### config.mk
export PLATFORM = sky130hd
export DESIGN_NAME = transaction_sequencer
export DESIGN_NICKNAME = d
export VERILOG_FILES = /design/src/rtl/transaction_sequencer_pkg.sv /design/src/rtl/transaction_sequencer.sv
export SDC_FILE = /design/constraint.sdc
export NUM_CORES = 1
export LEC_CHECK = 0
export ABC_AREA = 1
export CAP_MARGIN = 25
export CORE_ASPECT_RATIO = 0.8
export CORE_UTILIZATION = 55
export CTS_BUF_LIST = sky130_fd_sc_hd__clkbuf_4
export CTS_CLUSTER_SIZE = 20
export DETAILED_ROUTE_END_ITERATION = 8
export DONT_BUFFER_PORTS = 1
export PLACE_DENSITY = 0.7
export SYNTH_ARGS = -nofsm -noshare
export SYNTH_HDL_FRONTEND = slang
export SYNTH_SLANG_ARGS = --single-unit
### constraint.sdc
create_clock -name clock -period 4.4 [get_ports clock]
set_clock_uncertainty 0.05 [all_clocks]
set_input_delay 1.1 -clock clock [delete_from_list [all_inputs] [get_ports clock]]
set_output_delay 1.1 -clock clock [all_outputs]
set_load 0.005 [all_outputs]
### src/rtl/transaction_sequencer_pkg.sv
// Shared constants for the coin-transfer sequencer: state codes, memory map, result codes.
// Used by the sequencer, the main controller and the display logic.
// Pure declarations; no logic, no timing.
package transaction_sequencer_pkg;

  // FSM state encoding
  typedef logic [3:0] state_t;
  localparam state_t ST_IDLE      = 4'd0;
  localparam state_t ST_INIT      = 4'd1;
  localparam state_t ST_INIT_DONE = 4'd2;
  localparam state_t ST_RD_KEY    = 4'd3;
  localparam state_t ST_CHK_KEY   = 4'd4;
  localparam state_t ST_RD_SRC    = 4'd5;
  localparam state_t ST_CHK_SRC   = 4'd6;
  localparam state_t ST_RD_DST    = 4'd7;
  localparam state_t ST_CHK_DST   = 4'd8;
  localparam state_t ST_WR_DST    = 4'd9;
  localparam state_t ST_WR_SRC    = 4'd10;
  localparam state_t ST_DONE      = 4'd11;

  // Balance/key memory map
  typedef logic [1:0] addr_t;
  localparam addr_t ADDR_P1_BAL = 2'd0;
  localparam addr_t ADDR_P2_BAL = 2'd1;
  localparam addr_t ADDR_P1_KEY = 2'd2;
  localparam addr_t ADDR_P2_KEY = 2'd3;

  // Transaction result codes
  typedef logic [1:0] result_t;
  localparam result_t RES_OK       = 2'b00;
  localparam result_t RES_BAD_KEY  = 2'b01;
  localparam result_t RES_NO_FUNDS = 2'b10;
  localparam result_t RES_OVERFLOW = 2'b11;

  // sender 0 means P1 pays P2; sender 1 means P2 pays P1
  function automatic addr_t src_addr(input logic sender);
    return sender ? ADDR_P2_BAL : ADDR_P1_BAL;
  endfunction

  function automatic addr_t dst_addr(input logic sender);
    return sender ? ADDR_P1_BAL : ADDR_P2_BAL;
  endfunction

  function automatic addr_t key_addr(input logic sender);
    return sender ? ADDR_P2_KEY : ADDR_P1_KEY;
  endfunction

endpackage

### src/rtl/transaction_sequencer.sv
// Sequences one all-or-nothing coin transfer (key, funds, overflow checks then two writes) or the init image.
// Transfer: DONE at E+3/E+5/E+7/E+9 for bad key/no funds/overflow/OK; init: writes I+1..I+4, init_done I+5.
// Level handshake: start_transaction held until finished_transaction; requests while busy wait for IDLE.
module transaction_sequencer
  import transaction_sequencer_pkg::*;
#(
  parameter int                    DATA_WIDTH   = 8,
  parameter logic [DATA_WIDTH-1:0] INIT_BALANCE = DATA_WIDTH'(100),
  parameter logic [DATA_WIDTH-1:0] P1_KEY       = DATA_WIDTH'(8'hA5),
  parameter logic [DATA_WIDTH-1:0] P2_KEY       = DATA_WIDTH'(8'h5A)
) (
  input  logic                  clock,
  input  logic                  reset,
  input  logic                  init_memory,
  input  logic                  start_transaction,
  input  logic                  sender,
  input  logic [DATA_WIDTH-1:0] amount,
  input  logic [DATA_WIDTH-1:0] key,
  input  logic [1:0]            disp_addr,
  input  logic [DATA_WIDTH-1:0] mem_rdata,
  output logic [1:0]            mem_addr,
  output logic [DATA_WIDTH-1:0] mem_wdata,
  output logic                  mem_we,
  output logic                  busy,
  output logic                  init_done,
  output logic                  finished_transaction,
  output logic [1:0]            result
);

  state_t                state_q, state_d;
  logic                  sender_q, sender_d;
  logic [DATA_WIDTH-1:0] amount_q, amount_d;
  logic [DATA_WIDTH-1:0] key_q, key_d;
  logic [1:0]            cnt_q, cnt_d;
  logic [DATA_WIDTH-1:0] new_src_q, new_src_d;
  logic [DATA_WIDTH-1:0] new_dst_q, new_dst_d;
  result_t               result_q, result_d;

  // One extra bit so an overflowing destination balance shows up as a carry
  logic [DATA_WIDTH:0]   dst_sum;
  assign dst_sum = {1'b0, mem_rdata} + {1'b0, amount_q};

  // Power-up image, in address order
  function automatic logic [DATA_WIDTH-1:0] init_word(input logic [1:0] a);
    case (a)
      ADDR_P1_BAL: return INIT_BALANCE;
      ADDR_P2_BAL: return INIT_BALANCE;
      ADDR_P1_KEY: return P1_KEY;
      default:     return P2_KEY;
    endcase
  endfunction

  // Next-state logic and memory-port mux; the display owns the port only while idle
  always_comb begin
    state_d   = state_q;
    sender_d  = sender_q;
    amount_d  = amount_q;
    key_d     = key_q;
    cnt_d     = cnt_q;
    new_src_d = new_src_q;
    new_dst_d = new_dst_q;
    result_d  = result_q;
    mem_addr  = disp_addr;
    mem_we    = 1'b0;
    mem_wdata = '0;

    case (state_q)
      ST_IDLE: begin
        if (init_memory) begin
          cnt_d   = 2'd0;
          state_d = ST_INIT;
        end else if (start_transaction) begin
          sender_d = sender;
          amount_d = amount;
          key_d    = key;
          result_d = RES_OK;
          state_d  = ST_RD_KEY;
        end
      end

      ST_INIT: begin
        mem_addr  = cnt_q;
        mem_we    = 1'b1;
        mem_wdata = init_word(cnt_q);
        cnt_d     = cnt_q + 2'd1;
        if (cnt_q == 2'd3) begin
          state_d = ST_INIT_DONE;
        end
      end

      ST_INIT_DONE: begin
        mem_addr = cnt_q;
        state_d  = ST_IDLE;
      end

      ST_RD_KEY: begin
        mem_addr = key_addr(sender_q);
        state_d  = ST_CHK_KEY;
      end

      ST_CHK_KEY: begin
        mem_addr = key_addr(sender_q);
        if (mem_rdata != key_q) begin
          result_d = RES_BAD_KEY;
          state_d  = ST_DONE;
        end else begin
          state_d  = ST_RD_SRC;
        end
      end

      ST_RD_SRC: begin
        mem_addr = src_addr(sender_q);
        state_d  = ST_CHK_SRC;
      end

      ST_CHK_SRC: begin
        mem_addr = src_addr(sender_q);
        if (mem_rdata < amount_q) begin
          result_d = RES_NO_FUNDS;
          state_d  = ST_DONE;
        end else begin
          new_src_d = mem_rdata - amount_q;
          state_d   = ST_RD_DST;
        end
      end

      ST_RD_DST: begin
        mem_addr = dst_addr(sender_q);
        state_d  = ST_CHK_DST;
      end

      ST_CHK_DST: begin
        mem_addr = dst_addr(sender_q);
        if (dst_sum[DATA_WIDTH]) begin
          result_d = RES_OVERFLOW;
          state_d  = ST_DONE;
        end else begin
          new_dst_d = dst_sum[DATA_WIDTH-1:0];
          state_d   = ST_WR_DST;
        end
      end

      // Every rejection has been decided by now, so writing is safe
      ST_WR_DST: begin
        mem_addr  = dst_addr(sender_q);
        mem_we    = 1'b1;
        mem_wdata = new_dst_q;
        state_d   = ST_WR_SRC;
      end

      ST_WR_SRC: begin
        mem_addr  = src_addr(sender_q);
        mem_we    = 1'b1;
        mem_wdata = new_src_q;
        result_d  = RES_OK;
        state_d   = ST_DONE;
      end

      ST_DONE: begin
        mem_addr = src_addr(sender_q);
        if (!start_transaction) begin
          state_d = ST_IDLE;
        end
      end

      default: begin
        state_d = ST_IDLE;
      end
    endcase
  end

  // State, latched request, init counter and computed balances
  always_ff @(posedge clock) begin
    if (reset) begin
      state_q   <= ST_IDLE;
      sender_q  <= 1'b0;
      amount_q  <= '0;
      key_q     <= '0;
      cnt_q     <= 2'd0;
      new_src_q <= '0;
      new_dst_q <= '0;
      result_q  <= RES_OK;
    end else begin
      state_q   <= state_d;
      sender_q  <= sender_d;
      amount_q  <= amount_d;
      key_q     <= key_d;
      cnt_q     <= cnt_d;
      new_src_q <= new_src_d;
      new_dst_q <= new_dst_d;
      result_q  <= result_d;
    end
  end

  assign busy                 = (state_q != ST_IDLE);
  assign init_done            = (state_q == ST_INIT_DONE);
  assign finished_transaction = (state_q == ST_DONE);
  assign result               = result_q;

endmodule

==> flow_results.xml, run 1 <==
<?xml version="1.0" encoding="UTF-8"?>
<metrics>
  <group name="routing">
    <metric name="routed_via_density" unit="">5.27</metric>
    <metric name="final_antenna_net_count" unit="">0</metric>
    <metric name="drt-wirelength-per-cell" unit="µm">13.6</metric>
    <metric name="via_count" unit="">2370</metric>
    <metric name="detail_route.drc_violations" unit="">0</metric>
    <metric name="postRouteWirelength" unit="µm">6110</metric>
    <metric name="first_pass_iters" unit="">4</metric>
    <metric name="detailed_route_iter0_violations" unit="">127</metric>
  </group>
  <group name="global_routing">
    <metric name="grt_pass1_vias" unit="">2106</metric>
    <metric name="busiest_layer" unit="">met1</metric>
    <metric name="initial_antenna_violation_count" unit="">0</metric>
    <metric name="grt_start_max_net_pins" unit="">38</metric>
    <metric name="gr-usage-met3" unit="">0.0690</metric>
    <metric name="globalRouteOverflowTotal" unit="">0</metric>
    <metric name="grt_first_pass_wirelength" unit="µm">9900</metric>
    <metric name="grt.met2_usage" unit="">0.357</metric>
    <metric name="gr_util_all_layers" unit="">0.252</metric>
    <metric name="gr-usage-met1" unit="">0.373</metric>
  </group>
  <group name="die">
    <metric name="chipWidth" unit="µm">80.3</metric>
    <metric name="floorplan.die_area" unit="µm²">5190</metric>
    <metric name="row_count" unit="">22</metric>
    <metric name="start_util" unit="">0.580</metric>
    <metric name="floorplan.io_pins" unit="">47</metric>
    <metric name="die_y" unit="µm">64.6</metric>
    <metric name="core_area" unit="µm²">4650</metric>
  </group>
  <group name="timing">
    <metric name="rsz0062_at_grt" unit="">false</metric>
    <metric name="final_max_slew_viol_count" unit="">0</metric>
    <metric name="period_share" unit="">0.647</metric>
    <metric name="final_count_of_negative_setup_slack_endpoints" unit="">0</metric>
    <metric name="final.setup.tns" unit="ns">0</metric>
    <metric name="report.final.hold_viol_count" unit="">0</metric>
    <metric name="clock.fmax" unit="GHz">0.351</metric>
    <metric name="relSlewSlack" unit="">0.404</metric>
    <metric name="timing.final.ws_setup" unit="ns">1.55</metric>
    <metric name="period_needed" unit="ns">2.85</metric>
    <metric name="slew_at_the_pin_with_the_worst_max_slew_slack" unit="ns">0.893</metric>
  </group>
  <group name="clock_network">
    <metric name="cts_max_level" unit="">2</metric>
    <metric name="cts.reportedPaths.clkPinSlew" unit="ns">0.13</metric>
    <metric name="cts_tree" unit="">done</metric>
    <metric name="post_cts_hold_buffer_count" unit="">0</metric>
    <metric name="cts_post_setup_buffers_inserted" unit="">0</metric>
    <metric name="clk_path_buf_depth" unit="">2</metric>
    <metric name="cts.sinks" unit="">41</metric>
    <metric name="cts_resized" unit="">0</metric>
    <metric name="clock_tree.root_cell" unit="">sky130_fd_sc_hd__clkbuf_4</metric>
    <metric name="cts_buffers" unit="">5</metric>
    <metric name="clock_insertion_delay_worst_skew" unit="ns">0.35</metric>
  </group>
  <group name="yosys">
    <metric name="ys_dominant_reg_cell" unit="">sky130_fd_sc_hd__dfxtp_1</metric>
    <metric name="synth.ff_latch_count" unit="">41</metric>
    <metric name="yosys.area_share.xor_xnor" unit="">0.0422</metric>
    <metric name="synthArstFlopShare" unit="">0</metric>
    <metric name="yosys.area_share.simple" unit="">0.254</metric>
    <metric name="netlist_area" unit="µm²">2700</metric>
    <metric name="synth-compound-area-share" unit="">0.189</metric>
    <metric name="main_combinational_cell_family_by_area_after_synthesis" unit="">simple AND/OR/NAND/NOR gates</metric>
    <metric name="synthesis.nets" unit="">443</metric>
    <metric name="adder_cell_share_of_the_synthesized_area" unit="">0.103</metric>
    <metric name="yosysUniqueCellTypes" unit="">41</metric>
    <metric name="count_of_flip_flops_with_a_built_in_enable_after_synthesis" unit="">0</metric>
    <metric name="yosys_warnings" unit="">0</metric>
    <metric name="synth_area_per_cell" unit="µm²">6.90</metric>
    <metric name="yosysSeqAreaShare" unit="">0.304</metric>
    <metric name="synthesis.instances" unit="">391</metric>
    <metric name="synth_mux_area_frac" unit="">0</metric>
  </group>
  <group name="critical_path">
    <metric name="worstPathArrival" unit="ns">1.70</metric>
    <metric name="critical_path_required" unit="ns">3.25</metric>
    <metric name="setup.worst_path.end_class" unit="">output pin</metric>
    <metric name="cp_common_cell" unit="">sky130_fd_sc_hd__nand2_1</metric>
    <metric name="timing.critical_path.slowest_cell_delay" unit="ns">0.56</metric>
    <metric name="cp_cell_sequence" unit="">nor2_2 -&gt; nand2_1 -&gt; nand2_1 -&gt; o31ai_1 -&gt; o2111ai_1</metric>
    <metric name="critical_path.startpoint_type" unit="">flip-flop</metric>
    <metric name="worstPathMaxFanout" unit="">7</metric>
    <metric name="worst-setup-path-type" unit="">reg -&gt; out</metric>
    <metric name="critical-path-slowest-cell" unit="">sky130_fd_sc_hd__dfxtp_1</metric>
  </group>
  <group name="pwr">
    <metric name="power.share.switching" unit="">0.450</metric>
    <metric name="cellInternalPower" unit="µW">710</metric>
    <metric name="ir_drop" unit="V">0.000218</metric>
    <metric name="cellPowerDensity" unit="nW/µm²">467</metric>
    <metric name="power.share.clock" unit="">0.137</metric>
    <metric name="cellLeakagePower" unit="nW">1.28</metric>
    <metric name="share_comb_of_total_power" unit="">0.473</metric>
    <metric name="finalPower" unit="mW">1.29</metric>
    <metric name="netSwitchingPower" unit="µW">581</metric>
    <metric name="power.share.sequential" unit="">0.390</metric>
  </group>
  <group name="run_status">
    <metric name="outcome" unit="">finished clean</metric>
  </group>
  <group name="layout">
    <metric name="mostFrequentLayoutCell" unit="">sky130_fd_sc_hd__nand2_1</metric>
    <metric name="drive_above_1_share" unit="">0.0923</metric>
    <metric name="n_antenna_cell" unit="">0</metric>
    <metric name="areaGrowthSynthToFinish" unit="%">2.41</metric>
    <metric name="finalNetCount" unit="">441</metric>
    <metric name="multi_input_comb_area" unit="µm²">1590</metric>
    <metric name="final.fill_count" unit="">492</metric>
    <metric name="highest_count_cells_in_the_layout_ignoring_fill_and_taps" unit="">sky130_fd_sc_hd__nand2_1 (82), sky130_fd_sc_hd__inv_1 (45), sky130_fd_sc_hd__dfxtp_1 (41)</metric>
    <metric name="ff_latch_area" unit="µm²">821</metric>
  </group>
  <group name="placement">
    <metric name="detailedPlacementHpwl" unit="µm">4890</metric>
    <metric name="gp_congestion" unit="">0.886</metric>
    <metric name="pre_cts_ws" unit="ns">1.58</metric>
    <metric name="port_buffers" unit="">0</metric>
  </group>
  <group name="flow_run">
    <metric name="timing.max_cap.violations" unit="">0</metric>
  </group>
  <group name="worst_hold_path">
    <metric name="holdCritPathClass" unit="">reg -&gt; reg</metric>
  </group>
</metrics>
-- per-stage QoR --
stage	cells	hold slack, ns	cell area (µm²)	util
after detailed placement	442	0.395	2710	0.583
after global routing	450	0.444	2760	0.594
after floorplan	391	0.380	2700	-
final	450	0.414	2760	0.594
after global placement	442	0.396	2710	0.583
after CTS	450	0.413	2760	0.594
-- final cells by class --
type | count | area share
Tap cell | 60 | 0.0272
Inverter | 59 | 0.0829
Clock inverter | 3 | 0.00453
Clock buffer | 5 | 0.0136
Multi-Input combinational cell | 282 | 0.575
Sequential cell | 41 | 0.297
-- worst max-delay path: cells and delay by family, from the launching register on --
kind,cells,cell delay [ns]
DFF,1,0.56
AOI/OAI and AO/OA,2,0.40
and+or+nand+nor,3,0.38
-- metal layers --
layer / routed length [µm] / up-vias / share of wire
met2: 2410 / 59 / 0.39
met5: 0 / - / 0
li1: - / 1260 / -
met1: 3240 / 1044 / 0.53
met3: 430 / 7 / 0.070
met4: 42 / 0 / 0.0069
-- synthesized netlist by cell type, drive strengths merged (2+ instances only) --
master / number / area share
nand2: 88 / 0.13
inv: 56 / 0.079
nor2: 43 / 0.071
dfxtp: 41 / 0.30
a21oi: 40 / 0.076
o21ai: 35 / 0.065
ha: 19 / 0.088
nand3: 15 / 0.032
xor2: 9 / 0.029
o211ai: 6 / 0.017
buf: 5 / 0.016
a31oi: 4 / 0.0093
clkbuf: 4 / 0.0060
xnor2: 4 / 0.013
clkinv: 3 / 0.0060
nand4: 3 / 0.0093
or2: 3 / 0.0070
fa: 2 / 0.015
nor3: 2 / 0.0037
o2111ai: 2 / 0.0065
-- kinds of logic after synthesis --
kind of cell,count (synthesis)
and+or+nand+nor,155
AOI/OAI and AO/OA,93
buffers and inverters,68
DFF,41
adders and majority gates,21
xor gates and xnor gates,13
-- worst paths after layout --
kind / to / slack [ns] / from / cells after the start
max: mem_addr[0] / 1.55 / state_q[1]$_SDFFE_PP0P_ / 5
min: new_dst_q[2]$_SDFFE_PP0P_ / 0.41 / new_dst_q[2]$_SDFFE_PP0P_ / 2
max reg2reg: result[0]$_SDFFE_PP0P_ / 2.34 / amount_q[0]$_SDFFE_PP0P_ / 12
min reg2reg: new_dst_q[2]$_SDFFE_PP0P_ / 0.41 / new_dst_q[2]$_SDFFE_PP0P_ / 2
-- power by group through the flow --
stage / clock, mW / sequential (mW) / combinational [mW]
finish: 0.177 / 0.503 / 0.611
global route: 0.200 / 0.513 / 0.684
CTS: 0.183 / 0.504 / 0.612
detailed placement: 0 / 0.512 / 0.611
global placement: 0 / 0.512 / 0.603
floorplan: 0 / 0.494 / 0.504
-- sequential cells by signal, summed over array words and instances (netlist names) --
register and flops:
state_q 4, new_src_q 8, amount_q 8, sender_q 1, cnt_q 2, key_q 8
new_dst_q 8, result 2
No activity file was read; power rests on OpenSTA's default activity.
==> run 2: changes to the inputs <==
- PLACE_DENSITY: 0.7 -> 0.73
- clock period: 4.4 -> 2.6 ns (I/O delays scaled with it)
==> run 2 against run 1 <==
  * Cell count grew 0.22%
  * First-iteration DRC count shrank 5.5%
  * Critical path depth is the same
  * Sequential share of layout area shrank 0.63 points
  * Global-route usage grew 0.55 points
  * Combinational power grew 70%
  * Wire length shrank 1.2%
  * Register-to-register slack lost 1.8 ns
  * Via count grew 0.25%
  * Sequential power grew 69%
  * Largest power group unchanged
==> flow_results.xml, run 2 (same netlist as run 1, synthesis figures left out) <==
<?xml version="1.0" encoding="UTF-8"?>
<metrics>
  <group name="clock_network">
    <metric name="cts_tree" unit="">done</metric>
    <metric name="cts_max_level" unit="">2</metric>
    <metric name="cts.sinks" unit="">41</metric>
    <metric name="cts_resized" unit="">0</metric>
    <metric name="cts_buffers" unit="">5</metric>
    <metric name="post_cts_hold_buffer_count" unit="">0</metric>
    <metric name="clock_insertion_delay_worst_skew" unit="ns">0.34</metric>
    <metric name="clock_tree.root_cell" unit="">sky130_fd_sc_hd__clkbuf_4</metric>
    <metric name="cts_post_setup_buffers_inserted" unit="">0</metric>
    <metric name="clk_path_buf_depth" unit="">2</metric>
    <metric name="cts.reportedPaths.clkPinSlew" unit="ns">0.13</metric>
  </group>
  <group name="layout">
    <metric name="finalNetCount" unit="">442</metric>
    <metric name="areaGrowthSynthToFinish" unit="%">4.64</metric>
    <metric name="drive_above_1_share" unit="">0.0997</metric>
    <metric name="mostFrequentLayoutCell" unit="">sky130_fd_sc_hd__nand2_1</metric>
    <metric name="highest_count_cells_in_the_layout_ignoring_fill_and_taps" unit="">sky130_fd_sc_hd__nand2_1 (82), sky130_fd_sc_hd__inv_1 (45), sky130_fd_sc_hd__dfxtp_1 (41)</metric>
    <metric name="n_antenna_cell" unit="">0</metric>
  </group>
  <group name="global_routing">
    <metric name="globalRouteOverflowTotal" unit="">0</metric>
    <metric name="gr_util_all_layers" unit="">0.257</metric>
    <metric name="grt_pass1_vias" unit="">2247</metric>
    <metric name="initial_antenna_violation_count" unit="">0</metric>
    <metric name="grt_start_max_net_pins" unit="">38</metric>
    <metric name="grt_first_pass_wirelength" unit="µm">10300</metric>
  </group>
  <group name="pwr">
    <metric name="cellPowerDensity" unit="nW/µm²">848</metric>
    <metric name="finalPower" unit="mW">2.39</metric>
    <metric name="ir_drop" unit="V">0.000408</metric>
    <metric name="cellLeakagePower" unit="nW">1.31</metric>
  </group>
  <group name="timing">
    <metric name="clock.fmax" unit="GHz">0.424</metric>
    <metric name="period_share" unit="">0.908</metric>
    <metric name="rsz0062_at_grt" unit="">false</metric>
    <metric name="slew_at_the_pin_with_the_worst_max_slew_slack" unit="ns">0.478</metric>
    <metric name="period_needed" unit="ns">2.36</metric>
    <metric name="relSlewSlack" unit="">0.680</metric>
    <metric name="final_count_of_negative_setup_slack_endpoints" unit="">0</metric>
    <metric name="report.final.hold_viol_count" unit="">0</metric>
    <metric name="final_max_slew_viol_count" unit="">0</metric>
    <metric name="hold_ws" unit="ns">0.300</metric>
    <metric name="final.setup.tns" unit="ns">0</metric>
  </group>
  <group name="routing">
    <metric name="first_pass_iters" unit="">4</metric>
    <metric name="wl_met2" unit="µm">2440</metric>
    <metric name="routed_via_density" unit="">5.27</metric>
    <metric name="postRouteWirelength" unit="µm">6040</metric>
    <metric name="final_antenna_net_count" unit="">0</metric>
    <metric name="drt-wirelength-per-cell" unit="µm">13.4</metric>
    <metric name="detailed_route_iter0_violations" unit="">120</metric>
    <metric name="detail_route.drc_violations" unit="">0</metric>
    <metric name="wl_met3" unit="µm">398</metric>
    <metric name="wl_met1" unit="µm">3180</metric>
    <metric name="top_routing_layer_in_use" unit="">met4</metric>
    <metric name="via_count" unit="">2376</metric>
  </group>
  <group name="critical_path">
    <metric name="critical-path-slowest-cell" unit="">sky130_fd_sc_hd__dfxtp_1</metric>
    <metric name="cp_common_cell" unit="">sky130_fd_sc_hd__nand2_1</metric>
    <metric name="critical_path_required" unit="ns">1.90</metric>
    <metric name="timing.critical_path.slowest_cell_delay" unit="ns">0.55</metric>
    <metric name="worstPathArrival" unit="ns">1.66</metric>
    <metric name="cp_cell_sequence" unit="">nor2_2 -&gt; nand2_1 -&gt; nand2_1 -&gt; o31ai_1 -&gt; o2111ai_1</metric>
    <metric name="setup.worst_path.end_class" unit="">output pin</metric>
    <metric name="worstPathMaxFanout" unit="">7</metric>
    <metric name="critical_path.startpoint_type" unit="">flip-flop</metric>
    <metric name="worst-setup-path-type" unit="">reg -&gt; out</metric>
  </group>
  <group name="placement">
    <metric name="port_buffers" unit="">0</metric>
    <metric name="detailedPlacementHpwl" unit="µm">4730</metric>
    <metric name="gp_congestion" unit="">0.902</metric>
  </group>
  <group name="die">
    <metric name="chipWidth" unit="µm">80.3</metric>
    <metric name="floorplan.io_pins" unit="">47</metric>
    <metric name="die_y" unit="µm">64.6</metric>
    <metric name="core_area" unit="µm²">4650</metric>
    <metric name="row_count" unit="">22</metric>
    <metric name="start_util" unit="">0.580</metric>
    <metric name="floorplan.die_area" unit="µm²">5190</metric>
  </group>
  <group name="run_status">
    <metric name="outcome" unit="">finished clean</metric>
  </group>
  <group name="flow_run">
    <metric name="timing.max_cap.violations" unit="">0</metric>
  </group>
  <group name="worst_hold_path">
    <metric name="holdCritPathClass" unit="">in -&gt; reg</metric>
  </group>
</metrics>
[run 2: changes by cell type in the layout (fill, tap and decap cells not counted)]
cell                        delta
sky130_fd_sc_hd__buf_4         +1
sky130_fd_sc_hd__bufinv_16     +2
sky130_fd_sc_hd__clkinv_1      -2
[run 2: report_power, final]
part / switching (mW) / internal [mW] / leakage [nW] / total, mW
Clock: 0.209 / 0.298 / 0.0552 / 0.507
Combinational: 0.673 / 0.363 / 0.922 / 1.04
Sequential: 0.108 / 0.742 / 0.334 / 0.850
[run 2: cell type report]
type / count / area (µm²)
clock buffers: 5 / 37.5
clock inverters: 3 / 65.1
fillers: 453 / 1830
inverters: 59 / 229
multi-input cells: 282 / 1590
flip-flops and latches: 41 / 821
well taps: 60 / 75.1
repair buffers: 1 / 7.51
[run 2: path summary, 6_finish.rpt]
path / startpoint / end / slack [ns] / cells past startpoint
worst min-delay path: reset / cnt_q[1]$_SDFFE_PP0P_ / 0.30 / 1
worst min register to register: new_dst_q[2]$_SDFFE_PP0P_ / new_dst_q[2]$_SDFFE_PP0P_ / 0.41 / 2
worst max-delay path: state_q[1]$_SDFFE_PP0P_ / mem_addr[0] / 0.24 / 5
worst max register to register: amount_q[0]$_SDFFE_PP0P_ / result[1]$_SDFFE_PP0P_ / 0.56 / 12
[run 2: worst max-delay path, delay by kind of cell (launching register included)]
| kind | cells | cell delay, ns |
|---|---|---|
| DFF | 1 | 0.55 |
| AOI/OAI and AO/OA | 2 | 0.39 |
| and+or+nand+nor | 3 | 0.37 |
[run 2: layer usage]
metal | up-vias | track usage
met5 | - | 0
met4 | 0 | 0.0692
met3 | 2 | 0.0549
met2 | 68 | 0.381
met1 | 1044 | 0.374
li1 | 1262 | -
[run 2: through the flow]
| stage | cell area, µm² | util | cells | worst slack (ns) |
|---|---|---|---|---|
| after floorplan | 2700 | - | 391 | 0.388 |
| after global placement | 2720 | 0.585 | 443 | 0.306 |
| after detailed placement | 2720 | 0.585 | 443 | 0.238 |
| after CTS | 2820 | 0.607 | 451 | 0.246 |
| after global routing | 2820 | 0.607 | 451 | 0.105 |
| final | 2820 | 0.607 | 451 | 0.240 |
==> run 3: changes to the inputs <==
- SKIP_LAST_GASP: unset -> 1
==> results of run 3 <==
No change in the layout: final DEF, timing and power equal those of run 2.
